File: src/rtl/chip8_keypad_pkg.sv
// Shared constants for the CHIP-8 4x4 keypad scanner.
package chip8_keypad_pkg;

    localparam int unsigned NUM_KEYS = 16;
    localparam int unsigned KEY_W    = 4;
    localparam int unsigned NKD_W    = 5;

    // Value of newest_key_down when no press is latched.
    localparam logic [NKD_W-1:0] KEY_NONE = 5'd16;

    // Physical position (row*4 + col) to CHIP-8 key, row-major layout:
    //   1 2 3 C / 4 5 6 D / 7 8 9 E / A 0 B F
    localparam logic [KEY_W-1:0] POS_TO_KEY [NUM_KEYS] = '{
        4'h1, 4'h2, 4'h3, 4'hC,
        4'h4, 4'h5, 4'h6, 4'hD,
        4'h7, 4'h8, 4'h9, 4'hE,
        4'hA, 4'h0, 4'hB, 4'hF
    };

    // Inverse of POS_TO_KEY: CHIP-8 key to physical position.
    localparam logic [KEY_W-1:0] KEY_TO_POS [NUM_KEYS] = '{
        4'd13, 4'd0,  4'd1,  4'd2,
        4'd4,  4'd5,  4'd6,  4'd8,
        4'd9,  4'd10, 4'd12, 4'd14,
        4'd3,  4'd7,  4'd11, 4'd15
    };

endpackage

File: src/rtl/chip8_keypad_debounce.sv
// Per-position debouncer: the stable state flips only after DEBOUNCE_SCANS
// consecutive full scans disagree with it.
module keypad_debounce #(
    parameter int unsigned DEBOUNCE_SCANS = 4
) (
    input  logic clk,
    input  logic rst_n,
    input  logic i_scan_done,
    input  logic i_raw,
    output logic o_stable,
    output logic o_rise_c
);

    localparam int unsigned CNT_W = $clog2(DEBOUNCE_SCANS + 1);

    logic [CNT_W-1:0] r_cnt;
    logic             r_stable;
    logic             w_flip;

    // Flip happens on the scan that completes the disagreeing run.
    assign w_flip   = i_scan_done && (i_raw != r_stable) &&
                      (r_cnt == CNT_W'(DEBOUNCE_SCANS - 1));
    assign o_rise_c = w_flip && i_raw;
    assign o_stable = r_stable;

    // Disagreement run counter and stable state, advanced once per full scan.
    always_ff @(posedge clk) begin
        if (!rst_n) begin
            r_cnt    <= '0;
            r_stable <= 1'b0;
        end else if (i_scan_done) begin
            if (i_raw == r_stable) begin
                r_cnt <= '0;
            end else if (w_flip) begin
                r_stable <= i_raw;
                r_cnt    <= '0;
            end else begin
                r_cnt <= r_cnt + CNT_W'(1);
            end
        end
    end

endmodule

File: src/rtl/chip8_keypad.sv
// 4x4 hex keypad scanner: row drive, column sync, debounce, CHIP-8 key
// mapping and newest-press latch with clear handshake.
module chip8_keypad
    import chip8_keypad_pkg::*;
#(
    parameter int unsigned SCAN_DIV       = 16,
    parameter int unsigned DEBOUNCE_SCANS = 4
) (
    input  logic                clk,
    input  logic                rst_n,
    output logic [3:0]          rows_n,
    input  logic [3:0]          cols_n,
    input  logic                clear_newest_key_down,
    output logic [NUM_KEYS-1:0] input_keys,
    output logic [NKD_W-1:0]    newest_key_down
);

    localparam int unsigned DIV_W = $clog2(SCAN_DIV);

    logic [3:0]          r_sync1;
    logic [3:0]          r_sync2;
    logic [DIV_W-1:0]    r_div_cnt;
    logic [1:0]          r_row_idx;
    logic [3:0]          r_rows_n;
    logic [NUM_KEYS-1:0] r_raw;
    logic                r_scan_done;
    logic [NKD_W-1:0]    r_newest;

    logic                w_sample;
    logic [NUM_KEYS-1:0] w_stable_pos;
    logic [NUM_KEYS-1:0] w_rise_pos;
    logic [NUM_KEYS-1:0] w_rise_key;
    logic                w_press_any;
    logic [KEY_W-1:0]    w_press_key;

    assign w_sample = (r_div_cnt == DIV_W'(SCAN_DIV - 1));

    // Column synchronizer, row scan counter and raw key image capture.
    always_ff @(posedge clk) begin
        if (!rst_n) begin
            r_sync1     <= 4'b1111;
            r_sync2     <= 4'b1111;
            r_div_cnt   <= '0;
            r_row_idx   <= 2'd0;
            r_rows_n    <= 4'b1111;
            r_raw       <= '0;
            r_scan_done <= 1'b0;
        end else begin
            r_sync1     <= cols_n;
            r_sync2     <= r_sync1;
            r_rows_n    <= ~(4'b0001 << r_row_idx);
            r_scan_done <= 1'b0;
            if (w_sample) begin
                r_raw[{r_row_idx, 2'b00} +: 4] <= ~r_sync2;
                r_div_cnt   <= '0;
                r_row_idx   <= r_row_idx + 2'd1;
                r_scan_done <= (r_row_idx == 2'd3);
            end else begin
                r_div_cnt <= r_div_cnt + DIV_W'(1);
            end
        end
    end

    for (genvar p = 0; p < NUM_KEYS; p++) begin : g_pos
        keypad_debounce #(
            .DEBOUNCE_SCANS(DEBOUNCE_SCANS)
        ) u_debounce (
            .clk         (clk),
            .rst_n       (rst_n),
            .i_scan_done (r_scan_done),
            .i_raw       (r_raw[p]),
            .o_stable    (w_stable_pos[p]),
            .o_rise_c    (w_rise_pos[p])
        );
        assign w_rise_key[POS_TO_KEY[p]] = w_rise_pos[p];
    end

    for (genvar k = 0; k < NUM_KEYS; k++) begin : g_key
        assign input_keys[k] = w_stable_pos[KEY_TO_POS[k]];
    end

    // Lowest-numbered CHIP-8 key among this scan's press events.
    always_comb begin
        w_press_any = 1'b0;
        w_press_key = '0;
        for (int k = int'(NUM_KEYS) - 1; k >= 0; k--) begin
            if (w_rise_key[k]) begin
                w_press_any = 1'b1;
                w_press_key = KEY_W'(k);
            end
        end
    end

    // Newest-press latch; a press event beats a simultaneous clear.
    always_ff @(posedge clk) begin
        if (!rst_n) begin
            r_newest <= KEY_NONE;
        end else if (w_press_any) begin
            r_newest <= {1'b0, w_press_key};
        end else if (clear_newest_key_down) begin
            r_newest <= KEY_NONE;
        end
    end

    assign rows_n          = r_rows_n;
    assign newest_key_down = r_newest;

endmodule

File: config.mk
export PLATFORM = sky130hd
export DESIGN_NAME = chip8_keypad
export DESIGN_NICKNAME = d
export VERILOG_FILES = /design/src/rtl/chip8_keypad_pkg.sv /design/src/rtl/chip8_keypad_debounce.sv /design/src/rtl/chip8_keypad.sv
export SDC_FILE = /design/constraint.sdc
export NUM_CORES = 1
export LEC_CHECK = 0
export BUFFER_PORTS_ARGS = -buffer_cell sky130_fd_sc_hd__buf_2
export CORE_UTILIZATION = 60
export CTS_CLUSTER_SIZE = 12
export DETAILED_ROUTE_END_ITERATION = 10
export HOLD_SLACK_MARGIN = 0.08
export PLACE_DENSITY = 0.79
export SLEW_MARGIN = 10
export SYNTH_ARGS = -nofsm -noshare
export SYNTH_HDL_FRONTEND = slang
export SYNTH_HIERARCHICAL = 1
export SYNTH_SLANG_ARGS = --single-unit
export TNS_END_PERCENT = 5
File: constraint.sdc
create_clock -name clk -period 8.6 [get_ports clk]
set_clock_uncertainty 0.15 [all_clocks]
set_input_delay 0.43 -clock clk [delete_from_list [all_inputs] [get_ports clk]]
set_output_delay 0.43 -clock clk [all_outputs]
set_load 0.05 [all_outputs]
Yosys cells after proc, flatten, opt, wreduce, memory -nomap -nowiden
Cells that the tools add are included.

storage, ports and cells
  flip-flop bits (word level) = 104
  bits of input ports = 7

cells by class
  add/sub/neg operators = 19
  equality and inequality tests = 50
  shifts and indexed selects = 3
  mux-type cells = 67
  bitwise gates (word level) = 19
  reduce and logical (&&, ||, !) cells = 67

operators by type and width
  cell                                                                     count
  3-bit 2-to-1 mux                                                         32
  4-bit 2-to-1 mux                                                         16
  3-bit by 1-bit adder with 3-bit output (second input constant)           16
  3-bit by 2-bit == test with 1-bit output (second input constant)         16
  1-bit logical AND                                                        48
  3-bit AND reduction                                                      16
  1-bit NOT                                                                17
  16-bit bitwise mux                                                       1
  1-bit == test                                                            16
  1-bit 2-to-1 mux                                                         16
  1-bit inequality test                                                    16
  4-bit by 6-bit variable shift with 16-bit output (first input constant)  1
  4-bit by 6-bit indexed part select with 16-bit output                    1
  5-bit 2-to-1 mux                                                         2
  4-bit NOT                                                                2
  4-bit negation with 6-bit output                                         1
  4-bit by 1-bit adder with 4-bit output (second input constant)           1
  4-bit == test (second input constant)                                    1
  1-bit by 2-bit left shift with 4-bit output (first input constant)       1
  2-bit by 1-bit adder with 2-bit output (second input constant)           1
  2-bit == test (second input constant)                                    1
  2-bit AND reduction                                                      1
  2-bit nonzero test                                                       1
  2-bit OR reduction                                                       1

Depth between registers and ports, before layout
  depth in word-level cells = 21
  depth in mapped cells = 7
  mapped depth without buffers = 7

Modules after synthesis
Netlist, hierarchy kept.

modules (own cells, without submodules)
  module                                      instances  cells an instance  area an instance (um2)
  keypad_debounce at g_pos[0].u_debounce ...  11         18                 191.4
  chip8_keypad                                1          177                1,585.3
  keypad_debounce at g_pos[5].u_debounce ...  5          20                 198.9

Least setup slack after synthesis
Ideal clock, no wire load.

  path kind = flip-flop to flip-flop
  start point = reg r_scan_done
  end point = reg r_newest[0], in the netlist newest_key_down[0]
  setup time = 0.076 ns
  arrival = 2.963 ns
  data required time = 8.374 ns
  path slack = 5.411 ns
  stages on the path, launching flop included = 7
  path buffers = 0
  period minus slack after synthesis = 3.189 ns
  path through = dfxtp_1 > nand3b_1 > nor3b_1 > nor2b_1 > or4_1 > a211o_1 > o22ai_2

between the ends
  elaborated cells between the ends (all ways) = 82
  those cells by class = mux (33); reduce/logical (49)

RTL lines
  what                                                               line                         text
  start: declaration                                                 chip8_keypad.sv:26           logic r_scan_done;
  start signal: assignment                                           chip8_keypad.sv:57           r_scan_done <= (r_row_idx == 2'd3);
  1-bit logical AND * (2 in a row)                                   chip8_keypad_debounce.sv:21  assign w_flip = i_scan_done && (i_raw != r_stable) &&
  1-bit logical AND *                                                chip8_keypad_debounce.sv:23  assign o_rise_c = w_flip && i_raw;
  named net w_rise_key[5]                                            chip8_keypad.sv:32           logic [NUM_KEYS-1:0] w_rise_key;
  4-bit 2-to-1 mux or 1-bit 2-to-1 mux (tied branches) (6 in a row)  chip8_keypad.sv:87           if (w_rise_key[k]) begin
  5-bit 2-to-1 mux or 2-bit nonzero test (tied branches)             -
  end signal: assignment                                             chip8_keypad.sv:99           r_newest <= {1'b0, w_press_key};
  end: declaration                                                   chip8_keypad.sv:27           logic [NKD_W-1:0] r_newest;

Mark *: on every way through the listed nets, which the timed path passes. The rest lies on a longest branch.
A chain may end at the register's enable or synchronous reset.

Worst setup path in the final report
Ends and elaborated chain as after synthesis.

==> results_dict.tcl <==
set metrics [dict create \
    switchingPower_uw 166.1 \
    endpoint_kind "flip-flop" \
    ys_seq_elements 104 \
    ir_worst_vdd_v 0.0001089 \
    start_kind "flip-flop" \
    drv_slew 0 \
    syn2layout_area_growth_pct 9.159 \
    finalWirelength_mm 8.718 \
    overflow 0 \
    yosys_most_used_dff "dfxtp_1" \
    num_rows 31 \
    ys_warn_count 6 \
    p_int_uw 593.2 \
    max_stage_delay_ns 0.51 \
    ant_nets 0 \
    ys_top_cells_by_area "dfxtp_1 (44%), nor2b_1 (6.8%), ha_1 (6.1%)" \
    fin_area_sq_mm 0.005115 \
    setup_viol 0 \
    finalSetupTns_ns 0 \
    clock_latency_ns 0.36 \
    die_area_sq_mm 0.008167 \
    fmax_mhz 352.6 \
    place_area_sq_mm 0.004962 \
    fill_cells 590 \
    critPathCapture "newest_key_down[0]" \
    first_pass_iters 5 \
    async_flop_share_pct 0 \
    place.gp.congestion 0.8785 \
    cts_buffers 9 \
    ctsHoldBuffers 0 \
    drv_cap 0 \
    worstPathCellList "buf_4 -> nand3b_1 -> nor3b_1 -> nor2b_1 -> or4_1 -> a211o_1 -> o22ai_2" \
    cp.arrival_ns 2.97 \
    antenna_cells 0 \
    port_buffers 31 \
    crit_slowest_cell "buf_4" \
    r2r_start "r_scan_done" \
    final_hold_viol_count 0 \
    pre_cts_ws_ns 5.830 \
    synth_fp_nets 505 \
    worst-r2r-setup-slack_ns 5.76 \
    synth_top_cell_by_area "dfxtp_1" \
    root_buffer "clkbuf_8" \
    avgViaCountPerCell 5.675 \
    final_cell_mix "dfxtp_1 (103), nor2b_1 (51), buf_2 (31), nor2_1 (29), nand2_1 (25)" \
    startpoint "r_scan_done" \
    dieHeight_microns 90.37 \
    netlist_area_sq_mm 0.004686 \
    final_nets 544 \
    clk_path_buf_depth 2 \
    run_status "completed" \
    syn_inst 475 \
    drive_above_1_share_pct 17.41 \
    synth_cell_type_count 38 \
    cp_max_fo 74 \
    layout_commonest_cell "dfxtp_1" \
    crit_type "flip-flop to flip-flop" \
    post_cts_resized 0 \
    dp_hpwl_mm 6.090 \
    pwr-share-seq_pct 64.1 \
    worst_slack_ns 5.764 \
    htree_num_levels 3 \
    cp.depth 7 \
    reg2reg_depth 7 \
    total_power_uw 759.3 \
    multi_input_area_sq_mm 0.002547 \
    grt_pass1_wl_mm 15.17 \
    postCtsSetupRepairBufs 0 \
    start_util_pct 63.25 \
    seqCellArea_sq_mm 0.002083 \
    yosys.area.top_type_share_pct 44.43 \
    io_pins 32 \
    vias 3496 \
    rsz0062_at_grt "false" \
    cellLeakagePower_uw 0.002107 \
    final_core_util_pct 69.04 \
    synth_edf_count 0 \
    grt_usage_pct 22.76 \
    drtIter0Drc 192 \
    p_per_area_mw_per_mm2 148.4 \
    switching_share_pct 21.87 \
    antenna_found_initial 0 \
    routedWlPerCell_microns 14.15 \
    synth.avg_cell_area_sq_um 9.865 \
    p_clk_share_pct 33.6 \
    relSlewSlack_pct 53.55 \
    cts_tree "done" \
    worst_pin_slew_ns 0.6953 \
    ys_seq_area_share_pct 44.43 \
    power_frac_comb_pct 2.3 \
    grt_max_degree 83 \
    crit-reg2reg-capture "newest_key_down[0]" \
    drc 0 \
    fp.dieW_microns 90.37 \
    coreArea_sq_mm 0.007408 \
    grt_pass1_vias 3379 \
    path_clk_slew_ns 0.09 \
    hold_class "input pin to flip-flop" \
    cts_sinks 104 \
    finalCriticalPeriod_ns 2.836 \
    cp_top_family "simple AND/OR/NAND/NOR gates" \
    cp_num_buf_inv 1 \
    critPathRequiredTime_ns 8.73 \
    min_period_over_period_pct 32.98 \
]
-- how the worst min path moves through the flow --
stage / startpoint / endpoint / slack, ns / cells after the start
2_1_floorplan: r_sync1[0] / r_sync2[0] / 0.24 / 1
3_3_place_gp: r_sync1[1] / r_sync2[1] / 0.25 / 1
3_5_place_dp: r_sync1[0] / r_sync2[0] / 0.24 / 1
4_1_cts: cols_n[1] / r_sync1[1] / 0.08 / 2
5_1_grt: cols_n[0] / r_sync1[0] / 0.09 / 2
6_report: cols_n[1] / r_sync1[1] / 0.1 / 2
-- Yosys cell counts (all sizes together) (2+ instances only) --
cell / count
nand3b: 17
mux2i: 17
o21a: 5
and2: 5
mux2: 11
o311a: 2
a22o: 11
nor3b: 17
inv: 10
o21ai: 19
nor4b: 6
clkbuf: 5
nand2b: 8
nor3: 30
and3: 17
nand2: 25
nor2b: 51
or4: 3
nor2: 29
o22ai: 7
nand4: 5
nand3: 2
dfxtp: 104
xnor2: 18
or3b: 3
ha: 23
a21oi: 18
-- registers in the layout (all words and copies together), names as in the netlist --
| register | cells |
|---|---|
| r_row_idx | 2 |
| r_div_cnt | 4 |
| g_pos.u_debounce/o_stable | 16 |
| rows_n | 4 |
| g_pos.u_debounce/r_cnt | 48 |
| r_sync2 | 4 |
| r_scan_done | 1 |
| r_raw | 16 |
| r_sync1 | 4 |
| newest_key_down | 5 |
-- per-stage QoR --
step	instances	hold slack (ns)
2_1_floorplan	475	0.2363
3_3_place_gp	602	0.2454
3_5_place_dp	602	0.2416
4_1_cts	616	0.08360
5_1_grt	616	0.09082
6_report	616	0.09786
-- layer usage --
layer	track usage [%]	part of all wire (%)	vias to the layer above	wire [microns]
met5	0	0	-	0
met4	6.989	1.0	0	88
met3	5.808	4.6	9	400
met2	38.10	47	72	4081
met1	28.78	48	1648	4147
li1	-	-	1767	-
-- cells by family (layout without fill, tap and decap cells) --
kind of cell | after synthesis | count (layout) | synth area share (%)
AND/OR/NAND/NOR | 219 | 219 | 28.97
flip-flops | 104 | 104 | 44.43
AO/OA/AOI/OAI | 68 | 68 | 9.613
multiplexers | 28 | 28 | 6.275
adder cells (fa/ha/maj) | 23 | 23 | 6.142
XOR/XNOR | 18 | 18 | 3.364
buffers and inverters | 15 | 57 | 1.202
-- power by group through the flow --
stage | sequential, uW | clock (uW) | combinational, uW
after global placement | 498 | 0 | 17.0
after floorplan | 498 | 0 | 9.96
after global routing | 487 | 284 | 20.0
after detailed placement | 498 | 0 | 17.7
final | 487 | 255 | 17.6
after CTS | 487 | 263 | 17.9
-- final cells by class --
cell class,count,share of cell area [%]
clock buffers,11,2.568
clock inverters,3,0.4159
inverters,10,0.7339
multi-input cells,356,49.80
flip-flops and latches,104,40.73
well taps,99,2.422
repair buffers,33,3.327
(Power assumes the default switching activity.)
